**config.mk**
```make
export PLATFORM = sky130hd
export DESIGN_NAME = pt2262_encoder_gen
export DESIGN_NICKNAME = d
export VERILOG_FILES = /design/src/rtl/pt2262_encoder_gen.sv
export SDC_FILE = /design/constraint.sdc
export NUM_CORES = 1
export LEC_CHECK = 0
export ABC_CLOCK_PERIOD_IN_PS = 3050
export CORE_MARGIN = 1
export CORE_UTILIZATION = 57
export CTS_BUF_LIST = sky130_fd_sc_hd__clkbuf_4 sky130_fd_sc_hd__clkbuf_8 sky130_fd_sc_hd__clkbuf_16
export CTS_CLUSTER_SIZE = 24
export DETAILED_ROUTE_END_ITERATION = 12
export HOLD_SLACK_MARGIN = 0.12
export PLACE_DENSITY_LB_ADDON = 0.05
export SLEW_MARGIN = 10
export SYNTH_ARGS = -nofsm -noshare
export SYNTH_HDL_FRONTEND = slang
export SYNTH_SLANG_ARGS = --single-unit
```
**constraint.sdc**
```tcl
create_clock -name clk -period 3.05 [get_ports clk]
set_clock_uncertainty 0.05 [all_clocks]
set_input_delay 0.61 -clock clk [delete_from_list [all_inputs] [get_ports clk]]
set_output_delay 0.61 -clock clk [all_outputs]
set_load 0.03 [all_outputs]
```
**src/rtl/pt2262_encoder_gen.sv**
```systemverilog
// rtl/pt2262_encoder_gen.sv - PT2262-style tri-state remote-control frame encoder
module pt2262_encoder_gen #(
    parameter int N_ADDR  = 8,
    parameter int N_DATA  = 4,
    parameter int DIVIDER = 250,
    parameter int REPEATS = 4
) (
    input  logic                  clk,
    input  logic                  reset,
    input  logic                  start,
    input  logic [2*N_ADDR-1:0]   A,
    input  logic [N_DATA-1:0]     D,
    output logic                  busy,
    output logic                  done,
    output logic                  cod_o,
    output logic                  sync
);

    localparam int NPOS  = N_ADDR + N_DATA;
    localparam int POS_W = $clog2(NPOS);
    localparam int DIV_W = $clog2(DIVIDER);

    localparam logic [POS_W-1:0] LAST_POS   = POS_W'(NPOS - 1);
    localparam logic [DIV_W-1:0] DIV_LAST   = DIV_W'(DIVIDER - 1);
    localparam logic [7:0]       LAST_FRAME = 8'(REPEATS - 1);

    typedef enum logic [1:0] {
        S_IDLE,
        S_SEND_BIT,
        S_SEND_SYNC
    } state_t;

    state_t              state_q;
    logic [DIV_W-1:0]    div_q;
    logic [POS_W-1:0]    pos_q;
    logic [2:0]          bit_slot_q;
    logic [4:0]          sync_slot_q;
    logic [7:0]          frame_q;
    logic [2*N_ADDR-1:0] a_q;
    logic [N_DATA-1:0]   d_q;
    logic                busy_q;
    logic                done_q;
    logic                cod_q;
    logic                sync_q;

    logic                tick;
    logic [1:0]          cur_code;
    logic [2:0]          bit_slot_d;
    logic                wide;
    logic                next_hi;

    assign tick = (state_q != S_IDLE) && (div_q == DIV_LAST);

    // Slot timer: free-runs only while a transmission is active, wraps on tick
    always_ff @(posedge clk or negedge reset) begin
        if (!reset) begin
            div_q <= '0;
        end else if (state_q == S_IDLE || tick) begin
            div_q <= '0;
        end else begin
            div_q <= div_q + DIV_W'(1);
        end
    end

    // Tri-state code of the position being sent: A0..A(N-1), then D(M-1)..D0
    always_comb begin
        cur_code = 2'b00;
        for (int i = 0; i < N_ADDR; i++) begin
            if (pos_q == POS_W'(i)) cur_code = a_q[2*i +: 2];
        end
        for (int j = 0; j < N_DATA; j++) begin
            if (pos_q == POS_W'(NPOS - 1 - j)) cur_code = {1'b0, d_q[j]};
        end
    end

    // Level of the next slot inside a bit: each half is 1H3L (narrow) or 3H1L (wide);
    // bit 1 is wide in both halves, bit F only in the second half
    always_comb begin
        bit_slot_d = bit_slot_q + 3'd1;
        wide       = cur_code[1] ? bit_slot_d[2] : cur_code[0];
        next_hi    = wide ? (bit_slot_d[1:0] != 2'b11) : (bit_slot_d[1:0] == 2'b00);
    end

    // Frame sequencer with registered serial outputs; levels change only on tick or acceptance
    always_ff @(posedge clk or negedge reset) begin
        if (!reset) begin
            state_q     <= S_IDLE;
            pos_q       <= '0;
            bit_slot_q  <= '0;
            sync_slot_q <= '0;
            frame_q     <= '0;
            a_q         <= '0;
            d_q         <= '0;
            busy_q      <= 1'b0;
            done_q      <= 1'b0;
            cod_q       <= 1'b0;
            sync_q      <= 1'b0;
        end else begin
            done_q <= 1'b0;
            case (state_q)
                S_IDLE: begin
                    if (start) begin
                        a_q         <= A;
                        d_q         <= D;
                        pos_q       <= '0;
                        bit_slot_q  <= '0;
                        sync_slot_q <= '0;
                        frame_q     <= '0;
                        busy_q      <= 1'b1;
                        cod_q       <= 1'b1;
                        sync_q      <= 1'b0;
                        state_q     <= S_SEND_BIT;
                    end
                end
                S_SEND_BIT: begin
                    if (tick) begin
                        if (bit_slot_q == 3'd7) begin
                            // Every bit and the sync bit start with a high slot
                            bit_slot_q <= '0;
                            cod_q      <= 1'b1;
                            if (pos_q == LAST_POS) begin
                                state_q     <= S_SEND_SYNC;
                                sync_slot_q <= '0;
                                sync_q      <= 1'b1;
                            end else begin
                                pos_q <= pos_q + POS_W'(1);
                            end
                        end else begin
                            bit_slot_q <= bit_slot_d;
                            cod_q      <= next_hi;
                        end
                    end
                end
                S_SEND_SYNC: begin
                    if (tick) begin
                        sync_q <= 1'b0;
                        if (sync_slot_q == 5'd31) begin
                            if (frame_q == LAST_FRAME) begin
                                state_q <= S_IDLE;
                                busy_q  <= 1'b0;
                                cod_q   <= 1'b0;
                                done_q  <= 1'b1;
                            end else begin
                                frame_q    <= frame_q + 8'd1;
                                pos_q      <= '0;
                                bit_slot_q <= '0;
                                cod_q      <= 1'b1;
                                state_q    <= S_SEND_BIT;
                            end
                        end else begin
                            sync_slot_q <= sync_slot_q + 5'd1;
                            cod_q       <= 1'b0;
                        end
                    end
                end
                default: state_q <= S_IDLE;
            endcase
        end
    end

    assign busy  = busy_q;
    assign done  = done_q;
    assign cod_o = cod_q;
    assign sync  = sync_q;

endmodule

```
## Word level (Yosys, flattened, before mapping)

Cells that the tools add are included.

| word-level totals | value |
|---|---|
| register bits after elaboration | 54 |
| memories kept | 0 |
| ROM bits | 0 |
| bits in latches | 0 |
| bits in writable memories | 0 |

| cells by class | value |
|---|---|
| add/subtract/negate cells | 5 |
| reductions and logical operators | 17 |
| div/mod/pow operators | 0 |
| bitwise logic cells | 0 |
| order comparisons | 0 |
| multiply operators | 0 |
| shift-type cells | 0 |
| muxes and demuxes | 71 |
| equal/unequal tests | 28 |

Operator list:

| cell | count |
|---|---|
| 2-to-1 mux 8 bit | 5 |
| 2-to-1 mux 2 bit | 18 |
| 2-to-1 mux 5 bit | 6 |
| 2-to-1 mux 4 bit | 7 |
| inequality test 2 bit (second input constant) | 11 |
| 2-to-1 mux 1 bit | 21 |
| 2-to-1 mux 3 bit | 6 |
| AND reduction 6 bit | 3 |
| adder 8 x 1 -> 8 bit (second input constant) | 2 |
| == test 4 x 3 -> 1 bit (second input constant) | 4 |
| == test 4 bit (second input constant) | 4 |
| case mux 8 bit (2 select lines) | 1 |
| case mux 5 bit (3 select lines) | 1 |
| case mux 4 bit (3 select lines) | 1 |
| AND reduction 5 bit | 2 |
| case mux 3 bit (3 select lines) | 1 |
| == test 4 x 2 -> 1 bit (second input constant) | 2 |
| == test 8 x 2 -> 1 bit (second input constant) | 1 |
| == test 8 bit (second input constant) | 1 |
| AND reduction 8 bit | 1 |
| AND reduction 7 bit | 1 |
| case mux 1 bit (3 select lines) | 2 |
| case mux 2 bit (3 select lines) | 1 |
| adder 5 x 1 -> 5 bit (second input constant) | 1 |
| 16 further kinds | 18 |

## Depth between registers and ports, before layout

Gate-level depths: netlist of the first run.

| logic depth | value |
|---|---|
| depth after elaboration | 18 |
| depth in mapped cells | 9 |
| depth with buffers taken out | 8 |

## Worst setup path before layout of the first run

OpenSTA, ideal clock, no wires.

| path | value |
|---|---|
| path type | reg-to-reg |
| start point | register pos_q[1] |
| end point | register cod_q (netlist: cod_o) |
| clock period less this slack | 2141 ps |
| data required time | 2897 ps |
| path slack | 909 ps |
| library setup time | 103 ps |
| path buffers | 1 |
| arrival | 1988 ps |
| cell stages (with the launch flop) | 9 |
| cell sequence | dfrtp_1 inv_1 ha_1 buf_6 nand3b_1 a221o_1 a221o_1 and3_4 o41ai_2 |

| between the ends | value |
|---|---|
| word-level cells in the longest chain between the ends | 18 |

Ends and longest elaborated chain:

| what | line | RTL |
|---|---|---|
| start: declaration | 35 | `logic [POS_W-1:0] pos_q;` |
| start signal: assignment | 126 | `pos_q <= pos_q + POS_W'(1);` |
| zero test 4 bit | 69 | `if (pos_q == POS_W'(i)) cur_code = a_q[2*i +: 2];` |
| 2-to-1 mux 2 bit (8 in a row) | 69 |  |
| 2-to-1 mux 2 bit (3 in a row) | 72 | `if (pos_q == POS_W'(NPOS - 1 - j)) cur_code = {1'b0, d_q[j]};` |
| 2-to-1 mux 2 bit (*) | 72 |  |
| 2-to-1 mux 1 bit (*) | 80 | `wide = cur_code[1] ? bit_slot_d[2] : cur_code[0];` |
| 2-to-1 mux 1 bit (*) | 81 | `next_hi = wide ? (bit_slot_d[1:0] != 2'b11) : (bit_slot_d[1:0] == 2'b00);` |
| 2-to-1 mux 1 bit (*) | 117 | `if (bit_slot_q == 3'd7) begin` |
| 2-to-1 mux 1 bit (*) | 116 | `if (tick) begin` |
| case mux 1 bit (3 select lines) (*) | 100 | `case (state_q)` |
| end signal: assignment | 130 | `cod_q <= next_hi;` |
| end: declaration | 43 | `logic cod_q;` |

Mark *: on every way between the ends. The rest lies on a longest branch, timed or not. The select of a mux whose other input is x is not followed.
A chain may end at the register's enable or synchronous reset.

## Worst setup path in the final report of the first run

Ends and elaborated chain as after synthesis.

==> results of run 1 <==
==> cell type report <==
type	instances	area, um2	area share (%)
Timing Repair Buffer	30	285	8.51
Inverter	14	52.6	1.57
Tap cell	67	83.8	2.50
Multi-Input combinational cell	211	1480	44.2
Clock buffer	5	68.8	2.05
Sequential cell	54	1350	40.3
Clock inverter	3	28.8	0.859
==> state kept, by name, indices dropped and copies added, names as in the netlist <==
| signal | flops |
|---|---|
| a_q | 16 |
| pos_q | 4 |
| busy | 1 |
| done | 1 |
| div_q | 8 |
| bit_slot_q | 3 |
| sync | 1 |
| frame_q | 8 |
| sync_slot_q | 5 |
| state_q | 2 |
| cod_o | 1 |
| d_q | 4 |
==> cells by family (layout without fill, tap and decap cells) <==
| kind of cell | after synthesis | in the layout | synth area share, % |
|---|---|---|---|
| adders and majority gates | 15 | 15 | 6.39 |
| and+or+nand+nor | 102 | 102 | 18.1 |
| muxes | 23 | 23 | 8.73 |
| AOI/OAI and AO/OA | 61 | 61 | 14.1 |
| DFF | 54 | 54 | 46.0 |
| buffers and inverters | 26 | 52 | 3.66 |
| xor gates and xnor gates | 10 | 10 | 2.98 |
==> how the worst min path moves through the flow <==
stage | from | endpoint | cells after the start | slack, ns
after floorplan | reset | a_q[0] | 0 | 0.26
after global placement | bit_slot_q[2] | bit_slot_q[2] | 2 | 0.43
after detailed placement | bit_slot_q[2] | bit_slot_q[2] | 2 | 0.44
after CTS | reset | sync_slot_q[0] | 2 | 0.23
after global routing | reset | sync_slot_q[0] | 2 | 0.25
final | reset | sync_slot_q[0] | 2 | 0.22
==> report_power, final <==
group	switching (W)	total [W]	internal, W
sequential	0	0.000715	0.000715
combinational	0.0000179	0.0000438	0.0000258
clock	0.000256	0.000429	0.000172
==> cell usage after synthesis (2+ instances only) <==
cell type	number	share of area, %
a21oi_1	15	2.6
a221o_1	6	2.0
a22o_1	3	0.89
a311oi_1	2	0.60
a31oi_1	2	0.43
and3_1	4	0.85
buf_2	2	0.34
clkbuf_1	9	1.1
clkinv_1	2	0.26
dfrtp_1	54	46
ha_1	15	6.4
inv_1	12	1.5
mux2_2	21	8.0
mux2i_1	2	0.68
nand2_1	31	4.0
nand2b_1	3	0.64
nand3_1	11	1.9
nand3b_1	9	2.3
nand4_1	3	0.64
nand4b_1	2	0.60
nor2_1	20	2.6
nor2b_1	3	0.64
nor3_1	2	0.34
nor4_1	2	0.43
o211ai_1	2	0.51
o21ai_0	4	0.68
o21ai_1	16	2.7
o22a_1	2	0.60
o41ai_2	2	1.1
or2_1	2	0.43
or3_1	3	0.64
or4_1	2	0.51
xnor2_1	5	1.5
xor2_1	5	1.5
==> through the flow <==
step	cells	cell area [um2]	hold slack, ns
2_1_floorplan	291	2940	0.264
3_3_place_gp	376	3250	0.430
3_5_place_dp	376	3250	0.440
4_1_cts	384	3350	0.230
5_1_grt	384	3350	0.248
6_report	384	3350	0.221
==> worst max-delay path, cell delays in order (launching register included) <==
cell	delay, ns
dfrtp_1	0.44
inv_1	0.08
ha_1	0.30
nand3b_1	0.21
a221o_1	0.34
a221o_1	0.38
and3_4	0.18
o41ai_2	0.32
==> layer usage <==
metal	global-route usage, %	vias to the layer above	share of wire (%)
li1	-	1092	-
met1	33.3	1052	51
met2	35.0	40	45
met3	4.80	6	3.4
met4	6.62	0	1.2
met5	0	-	0
==> reports/qor.csv, run 1 <==
stage,metric,value,unit
logic_synthesis,post-synthesis sequential area ratio,46.0,%
critical_path,critical path class,reg2reg,
final_layout,Nets,354,
critical_path,WP data required,3.22,ns
final_layout,# diodes,0,
cts,CTS tree,done,
critical_path,R2R cell count,7,
timing,setup total negative slack,0,ns
cts,Post-CTS Hold Buffers,0,
cts,CTS buffer count,5,
drt,DRT Pass-1 Iters,4,
global_route,first-pass GRT wire length,9.54,mm
drt,DR iter-0 viols,143,
logic_synthesis,synth unique cells,47,
floorplan,initial core utilization,60.6,%
floorplan,die area,0.00545,mm2
cts,Skew-Pair Late Insertion Delay,0.32,ns
placement,gp weighted congestion,0.805,
timing,Worst Tran Pin Value,0.522,ns
min_path,type of the worst min-delay path,in2async,
final_layout,most frequent cells in the layout,"dfrtp_1, nand2_1, clkdlybuf4s50_1, mux2_2, nor2_1",
cts,clock buffer depth,2,
power_and_ir_drop,static leakage,1.48,nW
critical_path,Worst setup EP type,flip-flop,
logic_synthesis,"Top FF cell, synth",dfrtp_1,
cts,H-tree depth,2,
power_and_ir_drop,Worst VDD drop,311,uV
logic_synthesis,syn_nets,329,
global_route,total gr overflow,0,
timing,Max Fclk,418,MHz
final_layout,"commonest non-fill, non-tap cell in the layout",dfrtp_1,
critical_path,Crit Path Max Fanout,10,
cts,"Clk pin slew, worst setup/hold paths",0.11,ns
cts,clk root buf,clkbuf_8,
cts,setup bufs post-CTS,0,
drt,routed len/inst,14.5,um
cts,clock sink total,54,
logic_synthesis,syn avg cell area,10.1,um2
critical_path,startpoint types,flip-flop,
floorplan,Core Area,0.00485,mm2
power_and_ir_drop,PwrDens,355,mW/mm2
final_layout,Filler Cell Count,371,
logic_synthesis,synthesis-stage register bit count,54,
logic_synthesis,Post-synth EDFFs,0,
timing,final slew viol count,0,
drt,Post-DRT Antenna Nets,0,
power_and_ir_drop,overall power,0.00119,W
placement,Final HPWL DP,4.12,mm
critical_path,worst reg2reg path endpoint,cod_o,
logic_synthesis,async set-reset flop share out of synthesis,100,%
drt,total routed wirelength,5.56,mm
cts,CTS resizes,0,
final_layout,layout cells sized above 1,12.3,%
global_route,GRT Overall Usage,23.1,%
drt,DRC viols,0,
final_layout,"Core Util, Final",69.1,%
logic_synthesis,Syn. warnings,0,
timing,crit share post-route,78.4,%
global_route,largest net degree at the start of global routing,32,
placement,IO Port Bufs,26,
floorplan,Die X,73.8,um
critical_path,CP Launch Point,pos_q[1],
timing,RSZ-0062 raised after global routing,no,
floorplan,number of placement rows,25,
critical_path,CP Capture Point,cod_o,
drt,Vias/cell,5.70,
final_layout,area grow syn2layout,14.0,%
global_route,number of global-route vias before repair,2067,
timing,slew margin rel.,64.8,%
logic_synthesis,Mapped Area,0.00294,mm2
timing,setup slack after layout,0.659,ns
timing,minimum clock period,2.39,ns
global_route,initial antenna violation count,0,
run_status,status,"finished, final reports clean",
critical_path,Worst R2R Setup Slack,0.66,ns
run,Max-Cap Viols,0,
drt,vias,2190,
timing,final count of hold timing violations,0,
critical_path,"Arr. time, crit path",2.56,ns
critical_path,r2r startpoint,pos_q[1],
logic_synthesis,synthesized instance count,291,
placement,pre-CTS worst setup slack,0.406,ns
timing,setup violators final,0,
floorplan,IO Count,27,
floorplan,die height,73.8,um
(Power assumes the default switching activity.)
==> run 2: changes to the inputs <==
--- a/config.mk
+++ b/config.mk
@@ -5,7 +5,7 @@
 export SDC_FILE = /design/constraint.sdc
 export NUM_CORES = 1
 export LEC_CHECK = 0
-export ABC_CLOCK_PERIOD_IN_PS = 3050
+export ABC_CLOCK_PERIOD_IN_PS = 2380
 export CORE_MARGIN = 1
 export CORE_UTILIZATION = 57
 export CTS_BUF_LIST = sky130_fd_sc_hd__clkbuf_4 sky130_fd_sc_hd__clkbuf_8 sky130_fd_sc_hd__clkbuf_16
==> constraint.sdc (replaced) <==
create_clock -name clk -period 2.38 [get_ports clk]
set_clock_uncertainty 0.05 [all_clocks]
set_input_delay 0.476 -clock clk [delete_from_list [all_inputs] [get_ports clk]]
set_output_delay 0.476 -clock clk [all_outputs]
set_load 0.03 [all_outputs]
==> run 2 against run 1 <==
Against the previous run: register-to-register slack worse by 0.51 ns; cell count is 2.9% higher; core utilization is 2.5 points higher; routed wire length is 5.1% higher; largest cell class unchanged; cell area is 3.6% higher; sequential cell count stayed put; highest routed layer unchanged; power is 26% higher; via count is 3.2% higher; maximum frequency is 7.3% higher; die area stayed put; first-iteration DRC count is 24% lower.
==> reports/qor.csv, run 2 (synthesis gave the netlist of run 1 again) <==
stage,metric,value,unit,change
drt,Post-DRT Antenna Nets,0,,unchanged
timing,crit share post-route,93.6,%,+15 points
critical_path,crit path buf inv count,0,,-1
placement,gp weighted congestion,0.807,,+0.22%
critical_path,Crit Path Max Fanout,8,,-2
critical_path,startpoint types,flip-flop,,
final_layout,layout cells sized above 1,16.8,%,+4.5 points
cts,CTS tree,done,,
global_route,initial antenna violation count,0,,unchanged
critical_path,"delay-heaviest family, CP",simple AND/OR/NAND/NOR gates,,
power_and_ir_drop,overall power,0.00150,W,+26%
timing,slew margin rel.,61.3,%,-3.6 points
global_route,M1 GR Usage,33.7,%,+0.42 points
final_layout,combined area of the multi-input logic cells,0.00151,mm2,+2.0%
power_and_ir_drop,PwrDens,433,mW/mm2,+22%
final_layout,post-route cell area,0.00347,mm2,+3.6%
final_layout,sequential cell area,0.00135,mm2,about the same
cts,CTS buffer count,5,,unchanged
drt,total routed wirelength,5.84,mm,+5.1%
global_route,layer with the highest usage,met2,,
critical_path,Worst setup EP type,flip-flop,,
timing,final count of hold timing violations,0,,unchanged
cts,Skew-Pair Late Insertion Delay,0.32,ns,about the same
global_route,grt met2 use,38.4,%,+3.5 points
critical_path,CP cell instances,"ha_1, and3_1, ha_1, nand2_1, o41a_1, and4bb_1, xnor2_1, nor2_1",,
final_layout,largest registers,"a_q: 16 flops, div_q: 8 flops, frame_q: 8 flops",,
critical_path,"Arr. time, crit path",2.37,ns,-0.19 ns
final_layout,Filler Cell Count,376,,+1.3%
drt,DRC viols,0,,unchanged
final_layout,# diodes,0,,unchanged
min_path,type of the worst min-delay path,reg2reg,,
final_layout,max reg flops,16,,unchanged
floorplan,number of placement rows,25,,unchanged
global_route,total gr overflow,0,,unchanged
critical_path,max incr delay on CP,0.45,ns,about the same
timing,minimum clock period,2.23,ns,-0.163 ns
run_status,status,"finished, final reports clean",,
drt,DRT Pass-1 Iters,4,,unchanged
timing,Max Fclk,449,MHz,+7.3%
placement,Final HPWL DP,4.34,mm,+5.3%
floorplan,Die X,73.8,um,unchanged
timing,setup total negative slack,0,ns,unchanged
floorplan,die area,0.00545,mm2,unchanged
drt,DR iter-0 viols,108,,-24%
cts,"Clk pin slew, worst setup/hold paths",0.10,ns,about the same
final_layout,most frequent cells in the layout,"dfrtp_1, nand2_1, clkdlybuf4s50_1, mux2_2, nor2_1",,
timing,RSZ-0062 raised after global routing,no,,
final_layout,Largest Register,a_q,,
floorplan,initial core utilization,60.6,%,unchanged
cts,clk root buf,clkbuf_8,,
final_layout,Nets,365,,+3.1%
floorplan,die height,73.8,um,unchanged
placement,IO Port Bufs,26,,unchanged
global_route,met3 global-route usage,3.43,%,-1.4 points
critical_path,critical path class,reg2reg,,
timing,Worst Tran Pin Value,0.581,ns,+0.0590 ns
cts,clock sink total,54,,unchanged
final_layout,area grow syn2layout,18.1,%,
power_and_ir_drop,Worst VDD drop,359,uV,+15%
global_route,largest net degree at the start of global routing,33,,+3.1%
drt,Vias/cell,5.72,,+0.28%
drt,vias,2259,,+3.2%
power_and_ir_drop,static leakage,1.53,nW,+3.2%
timing,setup violators final,0,,unchanged
global_route,first-pass GRT wire length,9.96,mm,+4.3%
run,Max-Cap Viols,0,,unchanged
floorplan,Core Area,0.00485,mm2,unchanged
global_route,number of global-route vias before repair,2138,,+3.4%
critical_path,"most used cell, CP",ha_1,,
final_layout,"commonest non-fill, non-tap cell in the layout",dfrtp_1,,
critical_path,WP data required,2.53,ns,-0.69 ns
timing,final slew viol count,0,,unchanged
global_route,GRT Overall Usage,24.3,%,+1.2 points
cts,clock buffer depth,2,,unchanged
drt,routed len/inst,14.8,um,+2.2%
floorplan,IO Count,27,,unchanged
placement,Placed Area,0.00334,mm2,+2.7%
cts,H-tree depth,2,,unchanged
critical_path,Crit-path slowest cell,o41a_1,,
run 2: power by group:
group	leakage, nW	switching [W]	internal, W
combinational	0.785	0.0000240	0.0000363
sequential	0.697	0	0.000917
clock	0.0441	0.000318	0.000207
run 2: stage by stage:
stage               hold slack (ns)  util [%]  setup WS (ns)  cells
CTS                           0.448      71.0         0.0553    395
global route                  0.461      71.6         0.0248    395
detailed placement            0.426      68.9        -0.0215    386
finish                        0.443      71.6          0.152    395
global placement              0.430      68.9         0.0127    386
floorplan                     0.130         -          0.239    291
run 2: final cells by class:
cell class	instances	share of cell area, %
tap	67	2.41
inverter	14	1.51
sequential	54	39.0
timing repair buffer	41	11.0
clock inverter	3	0.613
multi-input combinational	211	43.5
clock buffer	5	1.98
run 2: final timing paths:
kind                       cells past startpoint  slack (ns)              to           start
setup / recovery                               8        0.15      frame_q[7]  sync_slot_q[0]
hold / removal                                 1        0.44            sync            sync
setup reg to reg                               8        0.15      frame_q[7]  sync_slot_q[0]
hold reg to reg                                1        0.44            sync            sync
max in group asynchronous                      3        1.09          a_q[0]           reset
min in group asynchronous                      2        0.62  sync_slot_q[1]           reset
run 2: timing repair:
item                                   CTS  global route
resized for setup                        0             8
setup endpoints to repair                0             1
hold buffers                             1             0
endpoints found under the hold margin   22             0
buffers inserted                         0             0
run 2: metal layers:
layer	part of all wire [%]	routed length, um	vias up
li1	-	-	1124
met1	48	2800	1088
met2	47	2770	39
met3	2.9	169	8
met4	1.7	98	0
met5	0	0	-
